### config.mk
export PLATFORM = sky130hd
export DESIGN_NAME = ads_emu_flat
export DESIGN_NICKNAME = d
export VERILOG_FILES = /design/src/rtl/ads_emu_if.sv /design/src/rtl/ads_emu.sv /design/src/flat_wrapper.sv
export SDC_FILE = /design/constraint.sdc
export NUM_CORES = 1
export LEC_CHECK = 0
export CAP_MARGIN = 20
export CORE_MARGIN = 2
export CORE_UTILIZATION = 40
export CTS_CLUSTER_SIZE = 40
export DETAILED_ROUTE_END_ITERATION = 8
export GPL_TIMING_DRIVEN = 0
export PLACE_DENSITY = 0.67
export SETUP_SLACK_MARGIN = 0.1
export SYNTH_ARGS = -nofsm -noshare
export SYNTH_HDL_FRONTEND = slang
export SYNTH_SLANG_ARGS = --single-unit
### constraint.sdc
create_clock -name sys_clk -period 6 [get_ports sys_clk]
set_input_delay 1.2 -clock sys_clk [delete_from_list [all_inputs] [get_ports sys_clk]]
set_output_delay 1.2 -clock sys_clk [all_outputs]
set_load 0.01 [all_outputs]
### src/rtl/ads_emu_if.sv
// Pin bundle between an ADC master (testbench/host) and the ADS emulator.
interface ads_emu_if;
  logic        ADS_CLK;
  logic        ADS_CS_N;
  logic        ADS_CONVST;
  logic        ADS_RD;
  logic        ADS_SDI;
  logic [1:0]  ADS_M;
  logic [15:0] CH_A_DATA;
  logic [15:0] CH_B_DATA;
  logic        ADS_BUSY;
  logic        ADS_SDOA;
  logic        ADS_SDOB;
  logic [15:0] CFG_REG;
  logic        CFG_VALID;
  logic        OVR;

  modport master (
    output ADS_CLK, ADS_CS_N, ADS_CONVST, ADS_RD, ADS_SDI, ADS_M, CH_A_DATA, CH_B_DATA,
    input  ADS_BUSY, ADS_SDOA, ADS_SDOB, CFG_REG, CFG_VALID, OVR
  );

  modport slave (
    input  ADS_CLK, ADS_CS_N, ADS_CONVST, ADS_RD, ADS_SDI, ADS_M, CH_A_DATA, CH_B_DATA,
    output ADS_BUSY, ADS_SDOA, ADS_SDOB, CFG_REG, CFG_VALID, OVR
  );
endinterface

### src/rtl/ads_emu.sv
// Dual-channel serial ADC emulator: conversion timing, dual/single-lane readout, SDI config capture.
// Define ADS_EMU_PATTERN_EN to replace channel inputs with an internal counting test pattern.
module ads_emu #(
  parameter int unsigned CONV_CYCLES = 100
) (
  input  logic     sys_clk,
  input  logic     sys_rst_n,
  ads_emu_if.slave bus
);

  localparam int unsigned CNT_W  = 16;
  localparam int unsigned BIT_W  = 6;
  localparam int unsigned SMP_W  = 16;
  localparam int unsigned SH_W   = 2 * SMP_W;

  typedef enum logic [1:0] {IDLE, CONV, READY, SHIFT} state_t;

  // Reset release is re-timed to sys_clk; assertion stays asynchronous.
  logic [1:0] rst_sync_q;
  logic       rst_n;

  always_ff @(posedge sys_clk or negedge sys_rst_n) begin
    if (!sys_rst_n) rst_sync_q <= '0;
    else            rst_sync_q <= {rst_sync_q[0], 1'b1};
  end

  assign rst_n = rst_sync_q[1];

  // Pin synchronizers; third stage feeds the edge detectors.
  logic [2:0] sclk_q, cs_q, cv_q;
  logic [1:0] sdi_q;

  always_ff @(posedge sys_clk or negedge rst_n) begin
    if (!rst_n) begin
      sclk_q <= '0;
      cs_q   <= '1;
      cv_q   <= '0;
      sdi_q  <= '0;
    end else begin
      sclk_q <= {sclk_q[1:0], bus.ADS_CLK};
      cs_q   <= {cs_q[1:0], bus.ADS_CS_N};
      cv_q   <= {cv_q[1:0], bus.ADS_CONVST};
      sdi_q  <= {sdi_q[0], bus.ADS_SDI};
    end
  end

  logic sclk_rise, sclk_fall, cs_fall, cs_rise, cv_rise, sdi_bit;
  assign sclk_rise = sclk_q[1] & ~sclk_q[2];
  assign sclk_fall = ~sclk_q[1] & sclk_q[2];
  assign cs_fall   = ~cs_q[1] & cs_q[2];
  assign cs_rise   = cs_q[1] & ~cs_q[2];
  assign cv_rise   = cv_q[1] & ~cv_q[2];
  assign sdi_bit   = sdi_q[1];

  state_t             state_q, state_d;
  logic [CNT_W-1:0]   conv_cnt_q, conv_cnt_d;
  logic [BIT_W-1:0]   bit_cnt_q, bit_cnt_d;
  logic [SMP_W-1:0]   sample_a_q, sample_a_d, sample_b_q, sample_b_d;
  logic [SH_W-1:0]    sh_a_q, sh_a_d;
  logic [SMP_W-1:0]   sh_b_q, sh_b_d;
  logic [SMP_W-1:0]   sdi_sh_q, sdi_sh_d;
  logic               rd_q, rd_d, single_q, single_d;
  logic               busy_q, busy_d, sdoa_q, sdoa_d, sdob_q, sdob_d;
  logic [SMP_W-1:0]   cfg_reg_q, cfg_reg_d;
  logic               cfg_valid_q, cfg_valid_d, ovr_q, ovr_d;
  logic [SMP_W-1:0]   new_a, new_b;
  logic [BIT_W-1:0]   frame_len;
  logic               frame_done;
  logic               unused_ok;

`ifdef ADS_EMU_PATTERN_EN
  logic [SMP_W-1:0] pat_q, pat_d;

  always_ff @(posedge sys_clk or negedge rst_n) begin
    if (!rst_n) pat_q <= '0;
    else        pat_q <= pat_d;
  end

  assign new_a     = pat_q;
  assign new_b     = ~pat_q;
  assign unused_ok = &{1'b0, bus.ADS_M[1], bus.CH_A_DATA, bus.CH_B_DATA};
`else
  assign new_a     = bus.CH_A_DATA;
  assign new_b     = bus.CH_B_DATA;
  assign unused_ok = &{1'b0, bus.ADS_M[1]};
`endif

  assign frame_len  = single_q ? BIT_W'(32) : BIT_W'(16);
  assign frame_done = (bit_cnt_q == frame_len);

  // Next-state and datapath updates.
  always_comb begin
    state_d     = state_q;
    conv_cnt_d  = conv_cnt_q;
    bit_cnt_d   = bit_cnt_q;
    sample_a_d  = sample_a_q;
    sample_b_d  = sample_b_q;
    sh_a_d      = sh_a_q;
    sh_b_d      = sh_b_q;
    sdi_sh_d    = sdi_sh_q;
    rd_d        = rd_q;
    single_d    = single_q;
    busy_d      = busy_q;
    sdoa_d      = sdoa_q;
    sdob_d      = sdob_q;
    cfg_reg_d   = cfg_reg_q;
    cfg_valid_d = 1'b0;
    ovr_d       = ovr_q;
`ifdef ADS_EMU_PATTERN_EN
    pat_d       = pat_q;
`endif

    case (state_q)
      IDLE, READY: begin
        if (cv_rise) begin
          sample_a_d = new_a;
          sample_b_d = new_b;
          busy_d     = 1'b1;
          conv_cnt_d = '0;
          state_d    = CONV;
`ifdef ADS_EMU_PATTERN_EN
          pat_d      = pat_q + SMP_W'(1);
`endif
        end else if (cs_fall) begin
          rd_d      = bus.ADS_RD;
          single_d  = bus.ADS_M[0];
          bit_cnt_d = '0;
          sh_a_d    = bus.ADS_M[0] ? {sample_a_q, sample_b_q} : {sample_a_q, SMP_W'(0)};
          sh_b_d    = sample_b_q;
          sdoa_d    = bus.ADS_RD & sample_a_q[SMP_W-1];
          sdob_d    = bus.ADS_RD & ~bus.ADS_M[0] & sample_b_q[SMP_W-1];
          state_d   = SHIFT;
        end
      end

      CONV: begin
        if (cv_rise) ovr_d = 1'b1;
        if (conv_cnt_q == CNT_W'(CONV_CYCLES - 1)) begin
          busy_d  = 1'b0;
          state_d = READY;
        end else begin
          conv_cnt_d = conv_cnt_q + CNT_W'(1);
        end
      end

      SHIFT: begin
        if (cv_rise) ovr_d = 1'b1;
        if (cs_rise) begin
          sdoa_d  = 1'b0;
          sdob_d  = 1'b0;
          state_d = IDLE;
        end else if (!frame_done) begin
          if (sclk_rise) begin
            bit_cnt_d = bit_cnt_q + BIT_W'(1);
            if (bit_cnt_q < BIT_W'(16)) sdi_sh_d = {sdi_sh_q[SMP_W-2:0], sdi_bit};
            if (bit_cnt_q == BIT_W'(15)) begin
              cfg_reg_d   = {sdi_sh_q[SMP_W-2:0], sdi_bit};
              cfg_valid_d = 1'b1;
            end
            // Lanes go quiet as soon as the last bit has been clocked out.
            if (bit_cnt_q == frame_len - BIT_W'(1)) begin
              sdoa_d = 1'b0;
              sdob_d = 1'b0;
            end
          end else if (sclk_fall && (bit_cnt_q != '0)) begin
            sh_a_d = {sh_a_q[SH_W-2:0], 1'b0};
            sh_b_d = {sh_b_q[SMP_W-2:0], 1'b0};
            sdoa_d = rd_q & sh_a_q[SH_W-2];
            sdob_d = rd_q & ~single_q & sh_b_q[SMP_W-2];
          end
        end
      end

      default: state_d = IDLE;
    endcase
  end

  always_ff @(posedge sys_clk or negedge rst_n) begin
    if (!rst_n) begin
      state_q     <= IDLE;
      conv_cnt_q  <= '0;
      bit_cnt_q   <= '0;
      sample_a_q  <= '0;
      sample_b_q  <= '0;
      sh_a_q      <= '0;
      sh_b_q      <= '0;
      sdi_sh_q    <= '0;
      rd_q        <= 1'b0;
      single_q    <= 1'b0;
      busy_q      <= 1'b0;
      sdoa_q      <= 1'b0;
      sdob_q      <= 1'b0;
      cfg_reg_q   <= '0;
      cfg_valid_q <= 1'b0;
      ovr_q       <= 1'b0;
    end else begin
      state_q     <= state_d;
      conv_cnt_q  <= conv_cnt_d;
      bit_cnt_q   <= bit_cnt_d;
      sample_a_q  <= sample_a_d;
      sample_b_q  <= sample_b_d;
      sh_a_q      <= sh_a_d;
      sh_b_q      <= sh_b_d;
      sdi_sh_q    <= sdi_sh_d;
      rd_q        <= rd_d;
      single_q    <= single_d;
      busy_q      <= busy_d;
      sdoa_q      <= sdoa_d;
      sdob_q      <= sdob_d;
      cfg_reg_q   <= cfg_reg_d;
      cfg_valid_q <= cfg_valid_d;
      ovr_q       <= ovr_d;
    end
  end

  assign bus.ADS_BUSY  = busy_q;
  assign bus.ADS_SDOA  = sdoa_q;
  assign bus.ADS_SDOB  = sdob_q;
  assign bus.CFG_REG   = cfg_reg_q;
  assign bus.CFG_VALID = cfg_valid_q;
  assign bus.OVR       = ovr_q;

endmodule

### src/flat_wrapper.sv
// flat-port wrapper written by rule: the top's interface ports become plain ports
module ads_emu_flat 
#(
  parameter int unsigned CONV_CYCLES = 100
)
  (sys_clk, sys_rst_n, bus_ADS_CLK, bus_ADS_CS_N, bus_ADS_CONVST, bus_ADS_RD, bus_ADS_SDI, bus_ADS_M, bus_CH_A_DATA, bus_CH_B_DATA, bus_ADS_BUSY, bus_ADS_SDOA, bus_ADS_SDOB, bus_CFG_REG, bus_CFG_VALID, bus_OVR);
  ads_emu_if bus_i ();
  input  logic sys_clk;
  input  logic sys_rst_n;
  input wire logic [$bits(bus_i.ADS_CLK)-1:0] bus_ADS_CLK;
  input wire logic [$bits(bus_i.ADS_CS_N)-1:0] bus_ADS_CS_N;
  input wire logic [$bits(bus_i.ADS_CONVST)-1:0] bus_ADS_CONVST;
  input wire logic [$bits(bus_i.ADS_RD)-1:0] bus_ADS_RD;
  input wire logic [$bits(bus_i.ADS_SDI)-1:0] bus_ADS_SDI;
  input wire logic [$bits(bus_i.ADS_M)-1:0] bus_ADS_M;
  input wire logic [$bits(bus_i.CH_A_DATA)-1:0] bus_CH_A_DATA;
  input wire logic [$bits(bus_i.CH_B_DATA)-1:0] bus_CH_B_DATA;
  output wire logic [$bits(bus_i.ADS_BUSY)-1:0] bus_ADS_BUSY;
  output wire logic [$bits(bus_i.ADS_SDOA)-1:0] bus_ADS_SDOA;
  output wire logic [$bits(bus_i.ADS_SDOB)-1:0] bus_ADS_SDOB;
  output wire logic [$bits(bus_i.CFG_REG)-1:0] bus_CFG_REG;
  output wire logic [$bits(bus_i.CFG_VALID)-1:0] bus_CFG_VALID;
  output wire logic [$bits(bus_i.OVR)-1:0] bus_OVR;
  assign bus_i.ADS_CLK = bus_ADS_CLK;
  assign bus_i.ADS_CS_N = bus_ADS_CS_N;
  assign bus_i.ADS_CONVST = bus_ADS_CONVST;
  assign bus_i.ADS_RD = bus_ADS_RD;
  assign bus_i.ADS_SDI = bus_ADS_SDI;
  assign bus_i.ADS_M = bus_ADS_M;
  assign bus_i.CH_A_DATA = bus_CH_A_DATA;
  assign bus_i.CH_B_DATA = bus_CH_B_DATA;
  assign bus_ADS_BUSY = bus_i.ADS_BUSY;
  assign bus_ADS_SDOA = bus_i.ADS_SDOA;
  assign bus_ADS_SDOB = bus_i.ADS_SDOB;
  assign bus_CFG_REG = bus_i.CFG_REG;
  assign bus_CFG_VALID = bus_i.CFG_VALID;
  assign bus_OVR = bus_i.OVR;
  ads_emu #(.CONV_CYCLES(CONV_CYCLES)) u_core (.sys_clk(sys_clk), .sys_rst_n(sys_rst_n), .bus(bus_i));
endmodule
Word level (Yosys, flattened, before mapping):

Cells that the tools add are included.

* bits in registers: 153
* bits in latches: 0
* RAM bits: 0
* memory bits (read-only): 0
* output and inout bits: 21
* word-level logic and storage cells: 139
* memories kept: 0

* add/sub/neg operators: 3
* multiply operators: 0
* divide/modulo/power cells: 0
* $lt $le $gt $ge: 1
* equality and inequality tests: 22
* shifts and indexed selects: 0
* multiplexer cells: 53
* bitwise logic cells: 21
* reduce and logical (&&, ||, !) cells: 18

Operator list (count)
* $mux 31: 6
* $mux 15: 6
* $pmux 31 s2: 1
* $mux 16: 3
* $mux 6: 6
* $pmux 16 s2: 1
* $pmux 15 s2: 1
* $mux 1: 20
* $add 16x1->16 const B: 1
* $eq 16x7->1 const B: 1
* $eq 6x6->1: 2
* $ne 2x1->1 const B: 6
* $pmux 6 s2: 1
* $reduce_and 3->1: 4
* $reduce_and 6->1: 2
* $and 1x1->1: 11
* $ne 2x2->1 const B: 5
* $not 1->1: 10
* $reduce_and 5->1: 2
* $mux 2: 4
* $reduce_and 7->1: 1
* $add 6x1->6 const B: 1
* $eq 6x4->1 const B: 1
* $lt 6x5->1 const B: 1
* 15 further kinds: 21

Logic depth before layout (Yosys ltp):

Gate-level depths: netlist (run 1).

* depth after elaboration: 8
* depth in mapped cells: 8
* gate-level depth less buffers: 7

Worst setup path before layout (run 1):

No wires, ideal clock.

* kind: input to register
* start: input bus_ADS_M[0]
* end: register u_core.sh_a_q[10]
* library setup time: 83 ps
* data arrival time: 1720 ps
* required time: 5917 ps
* setup slack: 4197 ps
* cell stages on the path: 4
* path buffers: 1
* path through: clkbuf_1 and3_1 a21oi_1 o21ai_0

* word-level cells in the longest chain between the ends: 4

RTL lines
* start: declaration: line flat_wrapper.sv:15 `input wire logic [$bits(bus_i.ADS_M)-1:0] bus_ADS_M;`
* $mux 16: line ads_emu.sv:128 `sh_a_d = bus.ADS_M[0] ? {sample_a_q, sample_b_q} : {sample_a_q, SMP_W'(0)};`
* $mux 31: line ads_emu.sv:124 `end else if (cs_fall) begin`
* $mux 31: line ads_emu.sv:115 `if (cv_rise) begin`
* $pmux 31 s2: line ads_emu.sv:113 `case (state_q)`
* end signal: assignment: line ads_emu.sv:185 `sh_a_q <= '0;`
* end signal: assignment: line ads_emu.sv:202 `sh_a_q <= sh_a_d;`
* end: declaration: line ads_emu.sv:59 `logic [SH_W-1:0] sh_a_q, sh_a_d;`

Every way passes these cells. The select of a mux whose other input is x is not followed.
A chain may end at the register's enable or synchronous reset.

Worst setup path in the final report (run 1):

* start: register u_core.sdoa_q, in the netlist u_core.bus.ADS_SDOA
* end: output bus_ADS_SDOA

RTL lines
* start: declaration: line ads_emu.sv:63 `logic busy_q, busy_d, sdoa_q, sdoa_d, sdob_q, sdob_d;`
* start signal: assignment: line ads_emu.sv:208 `sdoa_q <= sdoa_d;`
* end: declaration: line flat_wrapper.sv:19 `output wire logic [$bits(bus_i.ADS_SDOA)-1:0] bus_ADS_SDOA;`

No word-level cell between the ends.

==> results.md, run 1 <==
- Status: finished clean
- Clock Tree Root: clkbuf_16
- Row cnt: 46
- Final setup TNS: 0 ns
- Commonest non-fill, non-tap cell in the layout: dfrtp_1
- Largest stage delay, worst path: 0.55 ns
- H-tree Lvls: 4
- Largest net degree at the start of global routing: 60
- Req. time, crit path: 4.80 ns
- # setup viols final: 0
- Worst Max-Slew Pin Slew: 0.625 ns
- GR Util All Layers: 15.8%
- Area growth syn-to-layout: 24.1%
- Final Util: 51.1%
- Tot Pwr: 0.00363 W
- EDFF count, synth: 0
- Crit share post-route: 42.2%
- Max VDD drop: 0.000269 V
- Syn_nets: 593
- Crit path DAT: 1.33 ns
- Global route overflow: 0
- Die area: 17400 sq um
- Synthesized netlist cell count: 549
- Chip width: 132 um
- WL per Instance: 15.0 um
- Die Ht: 132 um
- Hold Buf Count CTS: 0
- HPWL after detailed placement: 8940 um
- CTS Buf Count: 17
- Crit-path cells: clkdlybuf4s50_1
- Initial Utilization: 41.1%
- GPL Wtd Cong: 0.804
- Buf/Inv on CP: 1
- R2R cell count: 8
- Slew Limit Fails: 0
- Worst setup EP type: output port
- Post-CTS setup buffers: 0
- Crit path max fanout: 2
- Antenna violations before repair: 1
- Hold crit path type: flip-flop to async pin
- Netlist cell types: 53
- Seq/Total Area, Yosys: 58.4%
- Max Fclk: 395 MHz
- I/O Buffers: 60
- Critical Path Start Type: flip-flop
- Cells after DPL: 827
- Worst-path clk slew: 0.06 ns
- Final std cells w/o fill: 859
- Commonest cells after routing, fill and taps aside: 149 x dfrtp_1, 68 x nand2_1, 60 x clkdlybuf4s50_1
- DRC: 0
- Avg Cell Area, Syn: 11.9 sq um
- Cell Area, Synth: 6560 sq um
- DRT antenna net count: 0
- Async SR Flop Fraction: 100%
- Slew margin rel.: 58.3%
- Worst-path cell with the longest stage delay: clkdlybuf4s50_1
- First-iteration detailed-routing DRC count: 260
- Worst reg2reg setup slack: 3.80 ns
- Max Cap Violations: 0
- CTS tree: done
- P per Cell Area: 445 nW/um^2
- # IOs: 62
- Static Leakage: 3.65 nW
- Worst r2r src: u_core.bit_cnt_q[0]
- Worst R2R End: u_core.sh_a_q[30]
- Routed via count: 4381
- Diodes inserted: 0
- Drt total wl: 12900 um
- Global-route wire length before repair: 22100 um
- Syn. warnings: 0
- CORE AREA: 15900 sq um
- Final min period: 2.53 ns
- Pre-antenna DRT Iters: 4
- Share of cells above drive strength 1: 19.0%
- Critical path class: flip-flop to output port
- Synth Flop Type: dfrtp_1
- Post-CTS sizing: 0
- RSZ-0062 raised after global routing: false
- Fin. Hold Viols: 0
- Later-pin clock latency in the skew report: 0.42 ns
- Vias in the first global route: 4462
- DR vias/cell: 5.10
- Final-stage net count: 674
- Clock Skew: 0.00577 ns
- Clock Sink Count: 153
- Max clock buf depth: 2
- Yosys reg bits: 153
- Delay-heaviest family, CP: buffers and inverters
-- report_power, final --
part           total, W  leakage (nW)  internal, W  switching (W)
Clock           0.00117         0.310     0.000745       0.000428
Sequential      0.00156          1.94      0.00134       0.000216
Combinational  0.000894          1.40     0.000416       0.000478
Total           0.00363          3.65      0.00250        0.00112
-- synth_stat cells, types with 5 or more instances --
cell type	count	area (sq um)
and3_1	18	113
buf_2	15	75.1
nand2_1	68	255
nand2b_1	7	43.8
o21ai_1	10	50.1
nand4_1	5	31.3
nor2_1	21	78.8
mux2_1	9	101
xor2_1	11	96.3
mux2i_1	32	320
o21ai_0	46	230
dfrtp_1	150	3750
mux2_2	56	631
nor2b_1	5	31.3
a21oi_1	19	95.1
clkbuf_1	6	22.5
inv_1	5	18.8
nand3_1	13	65.1
-- routing by layer --
layer | share of wire, % | wire [um] | vias up | global-route usage [%]
li1 | - | - | 2092 | -
met1 | 46 | 5900 | 2186 | 20.4
met2 | 48 | 6210 | 84 | 24.6
met3 | 4.5 | 574 | 17 | 5.42
met4 | 1.5 | 194 | 2 | 6.40
met5 | 0.10 | 13 | - | 0
-- cells by family after synthesis --
family                   Yosys count  share of synthesized area, %
other                              1                        0.0572
AND/OR/NAND/NOR                  160                          12.2
XOR/XNOR                          13                          1.74
adder cells (fa/ha/maj)            3                         0.572
AO/OA/AOI/OAI                     91                          8.64
flip-flops                       153                          58.4
buffers and inverters             31                          2.29
multiplexers                      97                          16.0
-- worst max path at each step --
stage	startpoint	to	slack [ns]	cells past startpoint
floorplan	u_core.rst_sync_q[1]	u_core.bit_cnt_q[0]	1.43	0
global placement	u_core.rst_sync_q[1]	u_core.sample_b_q[3]	-0.09	0
detailed placement	bus_ADS_M[0]	u_core.sh_a_q[15]	3.23	5
CTS	u_core.bus.ADS_SDOB	bus_ADS_SDOB	3.43	1
global route	u_core.bus.CFG_REG[14]	bus_CFG_REG[14]	3.40	1
finish	u_core.bus.ADS_SDOA	bus_ADS_SDOA	3.47	1
-- through the flow --
stage | area, sq um | setup WS [ns] | hold WS (ns)
after CTS | 8140 | 3.43 | 0.337
after floorplan | 6560 | 1.43 | 0.331
after detailed placement | 7490 | 3.23 | 0.334
after global placement | 7430 | -0.0946 | 0.336
after global routing | 8140 | 3.40 | 0.356
final | 8140 | 3.47 | 0.314
-- registers in the layout (all words and copies together), names as in the netlist --
name / cells
u_core.sample_a_q: 16
u_core.bus.ADS_SDOA: 1
u_core.bus.OVR: 1
u_core.bus.ADS_BUSY: 1
u_core.sample_b_q: 16
u_core.single_q: 1
u_core.sdi_sh_q: 15
u_core.bit_cnt_q: 6
u_core.sdi_q: 2
u_core.bus.CFG_REG: 16
u_core.conv_cnt_q: 16
u_core.rst_sync_q: 2
u_core.sclk_q: 3
u_core.bus.ADS_SDOB: 1
u_core.cs_q: 3
u_core.bus.CFG_VALID: 1
u_core.cv_q: 3
u_core.state_q: 2
u_core.rd_q: 1
u_core.sh_b_q: 15
u_core.sh_a_q: 31
-- final cells by class --
cell class	instances	area, sq um
fill	1369	7800
tap	216	270
multi-input combinational	365	2580
sequential	153	3840
clock buffer	19	433
clock inverter	13	216
timing repair buffer	62	656
buffer	26	131
inverter	5	18.8
Note: power is estimated with default switching activity, not from simulation.
==> run 2: changes to the inputs <==
==> constraint.sdc (replaced) <==
create_clock -name sys_clk -period 2.35 [get_ports sys_clk]
set_input_delay 0.47 -clock sys_clk [delete_from_list [all_inputs] [get_ports sys_clk]]
set_output_delay 0.47 -clock sys_clk [all_outputs]
set_load 0.01 [all_outputs]
==> run 2 against run 1 <==
Flip-flop and latch count stayed put; critical path depth is 4 higher; power grew to 2.5 times the previous value; largest cell class unchanged; largest power group unchanged; highest routed layer is now met4.
==> results.md, run 2 (same netlist as run 1, synthesis figures left out) <==
- CTS Buf Count: 17 (unchanged)
- CTS tree: done
- Die area: 17400 sq um (unchanged)
- Critical path class: flip-flop to flip-flop
- Worst-path clk slew: 0.07 ns (about the same)
- CORE AREA: 15900 sq um (unchanged)
- Req. time, crit path: 2.66 ns (-2.14 ns)
- Hold Buf Count CTS: 0 (unchanged)
- Die Ht: 132 um (unchanged)
- Max Cap Violations: 0 (unchanged)
- Clock Sink Count: 153 (unchanged)
- Post-CTS setup buffers: 0 (unchanged)
- Commonest non-fill, non-tap cell in the layout: dfrtp_1
- WL per Instance: 15.5 um (+3.4%)
- Commonest cells after routing, fill and taps aside: 149 x dfrtp_1, 68 x nand2_1, 60 x clkdlybuf4s50_1
- Hold crit path type: input port to async pin
- Global-route wire length before repair: 22600 um (+2.1%)
- Critical Path Start Type: flip-flop
- Slew Limit Fails: 0 (unchanged)
- DRC: 0 (unchanged)
- Final min period: 2.10 ns
- # setup viols final: 0 (unchanged)
- Clock Tree Root: clkbuf_16
- Row cnt: 46 (unchanged)
- GPL Wtd Cong: 0.840 (+4.5%)
- Global route overflow: 0 (unchanged)
- Clock Skew: 0.00742 ns (+0.00165 ns)
- RSZ-0062 raised after global routing: false
- Fin. Hold Viols: 0 (unchanged)
- Max clock buf depth: 2 (unchanged)
- Worst Setup Slack, final: 0.246 ns (-3.22 ns)
- Chip width: 132 um (unchanged)
- H-tree Lvls: 4 (unchanged)
- Area growth syn-to-layout: 23.6%
- First-iteration detailed-routing DRC count: 235 (-9.6%)
- Final setup TNS: 0 ns (unchanged)
- GR Util All Layers: 16.2% (+0.31 points)
- Max Fclk: 475 MHz
- Max VDD drop: 0.000637 V (+140%)
- P per Cell Area: 1130 nW/um^2 (+150%)
- Initial Utilization: 41.1% (unchanged)
- Crit share post-route: 89.5%
- Slew margin rel.: 55.7% (-2.6 points)
- Worst setup EP type: flip-flop
- Largest net degree at the start of global routing: 65 (+8.3%)
- # IOs: 62 (unchanged)
- Diodes inserted: 0 (unchanged)
- Crit path DAT: 2.42 ns (+1.09 ns)
- HPWL after detailed placement: 9080 um (+1.6%)
- I/O Buffers: 60 (unchanged)
- Share of cells above drive strength 1: 19.4% (+0.47 points)
- Crit path max fanout: 10 (+8)
- Routed via count: 4383 (+0.046%)
- DR vias/cell: 5.10 (about the same)
- Worst Max-Slew Pin Slew: 0.660 ns (+0.0350 ns)
- Max reg flops: 31 (unchanged)
- Antenna violations before repair: 0 (-1)
- Static Leakage: 3.64 nW (-0.22%)
- Later-pin clock latency in the skew report: 0.42 ns (about the same)
- Pre-antenna DRT Iters: 5 (+1)
- Status: finished clean
- Dpl ws: 0.188 ns (-3.04 ns)
- Drt total wl: 13300 um (+3.4%)
- Final-stage net count: 674 (unchanged)
- Vias in the first global route: 4529 (+1.5%)
- Top reg by flops: u_core.sh_a_q
- DRT antenna net count: 0 (unchanged)
[run 2: changes by cell type in the layout (fill, tap and decap cells not counted), sizes merged]
cell	previous run	this run
bufinv	5	2
inv	9	14
clkbuf	28	27
clkinvlp	2	1
[run 2: worst max-delay path, cell delays in order (launching register included)]
cell	delay, ns
dfrtp_1	0.45
nand2_1	0.27
clkbuf_1	0.42
nor2_1	0.13
a211oi_1	0.35
mux2_2	0.38
[run 2: area by class of cell]
type	instances	area [sq um]
Buffer	26	131
Clock buffer	18	439
Clock inverter	14	174
Fill cell	1416	7840
Inverter	5	18.8
Multi-Input combinational cell	365	2580
Sequential cell	153	3840
Tap cell	216	270
Timing Repair Buffer	62	656
[run 2: per-stage QoR]
stage	hold slack, ns	area [sq um]	instances	util (%)	total power (W)
floorplan	0.174	6560	549	-	0.00560
global placement	0.335	7430	825	46.6	0.00618
detailed placement	0.318	7490	827	47.0	0.00634
CTS	0.185	8100	859	50.8	0.00923
global route	0.178	8110	859	50.9	0.00975
finish	0.198	8110	859	50.9	0.00917
[run 2: path summary, 6_finish.rpt]
path                                      start                      to  slack [ns]  cells after the start
setup / recovery              u_core.state_q[1]     u_core.bus.ADS_SDOB        0.25                      5
hold / removal                        sys_rst_n    u_core.rst_sync_q[1]        0.20                      1
max in group asynchronous  u_core.rst_sync_q[1]   u_core.conv_cnt_q[15]        1.08                      2
hold reg to reg            u_core.rst_sync_q[1]  u_core.bus.CFG_REG[11]        0.30                      0
min in group sys_clk            u_core.sdi_q[0]         u_core.sdi_q[1]        0.35                      0
setup reg to reg              u_core.state_q[1]     u_core.bus.ADS_SDOB        0.25                      5
[run 2: per-layer routing]
layer	up-vias	global-route usage [%]	wire length, um
met3	21	4.46	564
met4	0	6.76	270
met1	2165	21.3	6100
met2	98	25.2	6400
li1	2099	-	-
met5	-	0	0
[run 2: power by group]
part / internal (W) / switching (W)
clock network: 0.00164 / 0.00120
logic: 0.00107 / 0.00125
registers: 0.00343 / 0.000576
[run 2: what timing repair did]
item / CTS / global route
endpoints found under the setup margin: 0 / 46
hold endpoints to repair: 0 / 0
resized for setup: 0 / 1
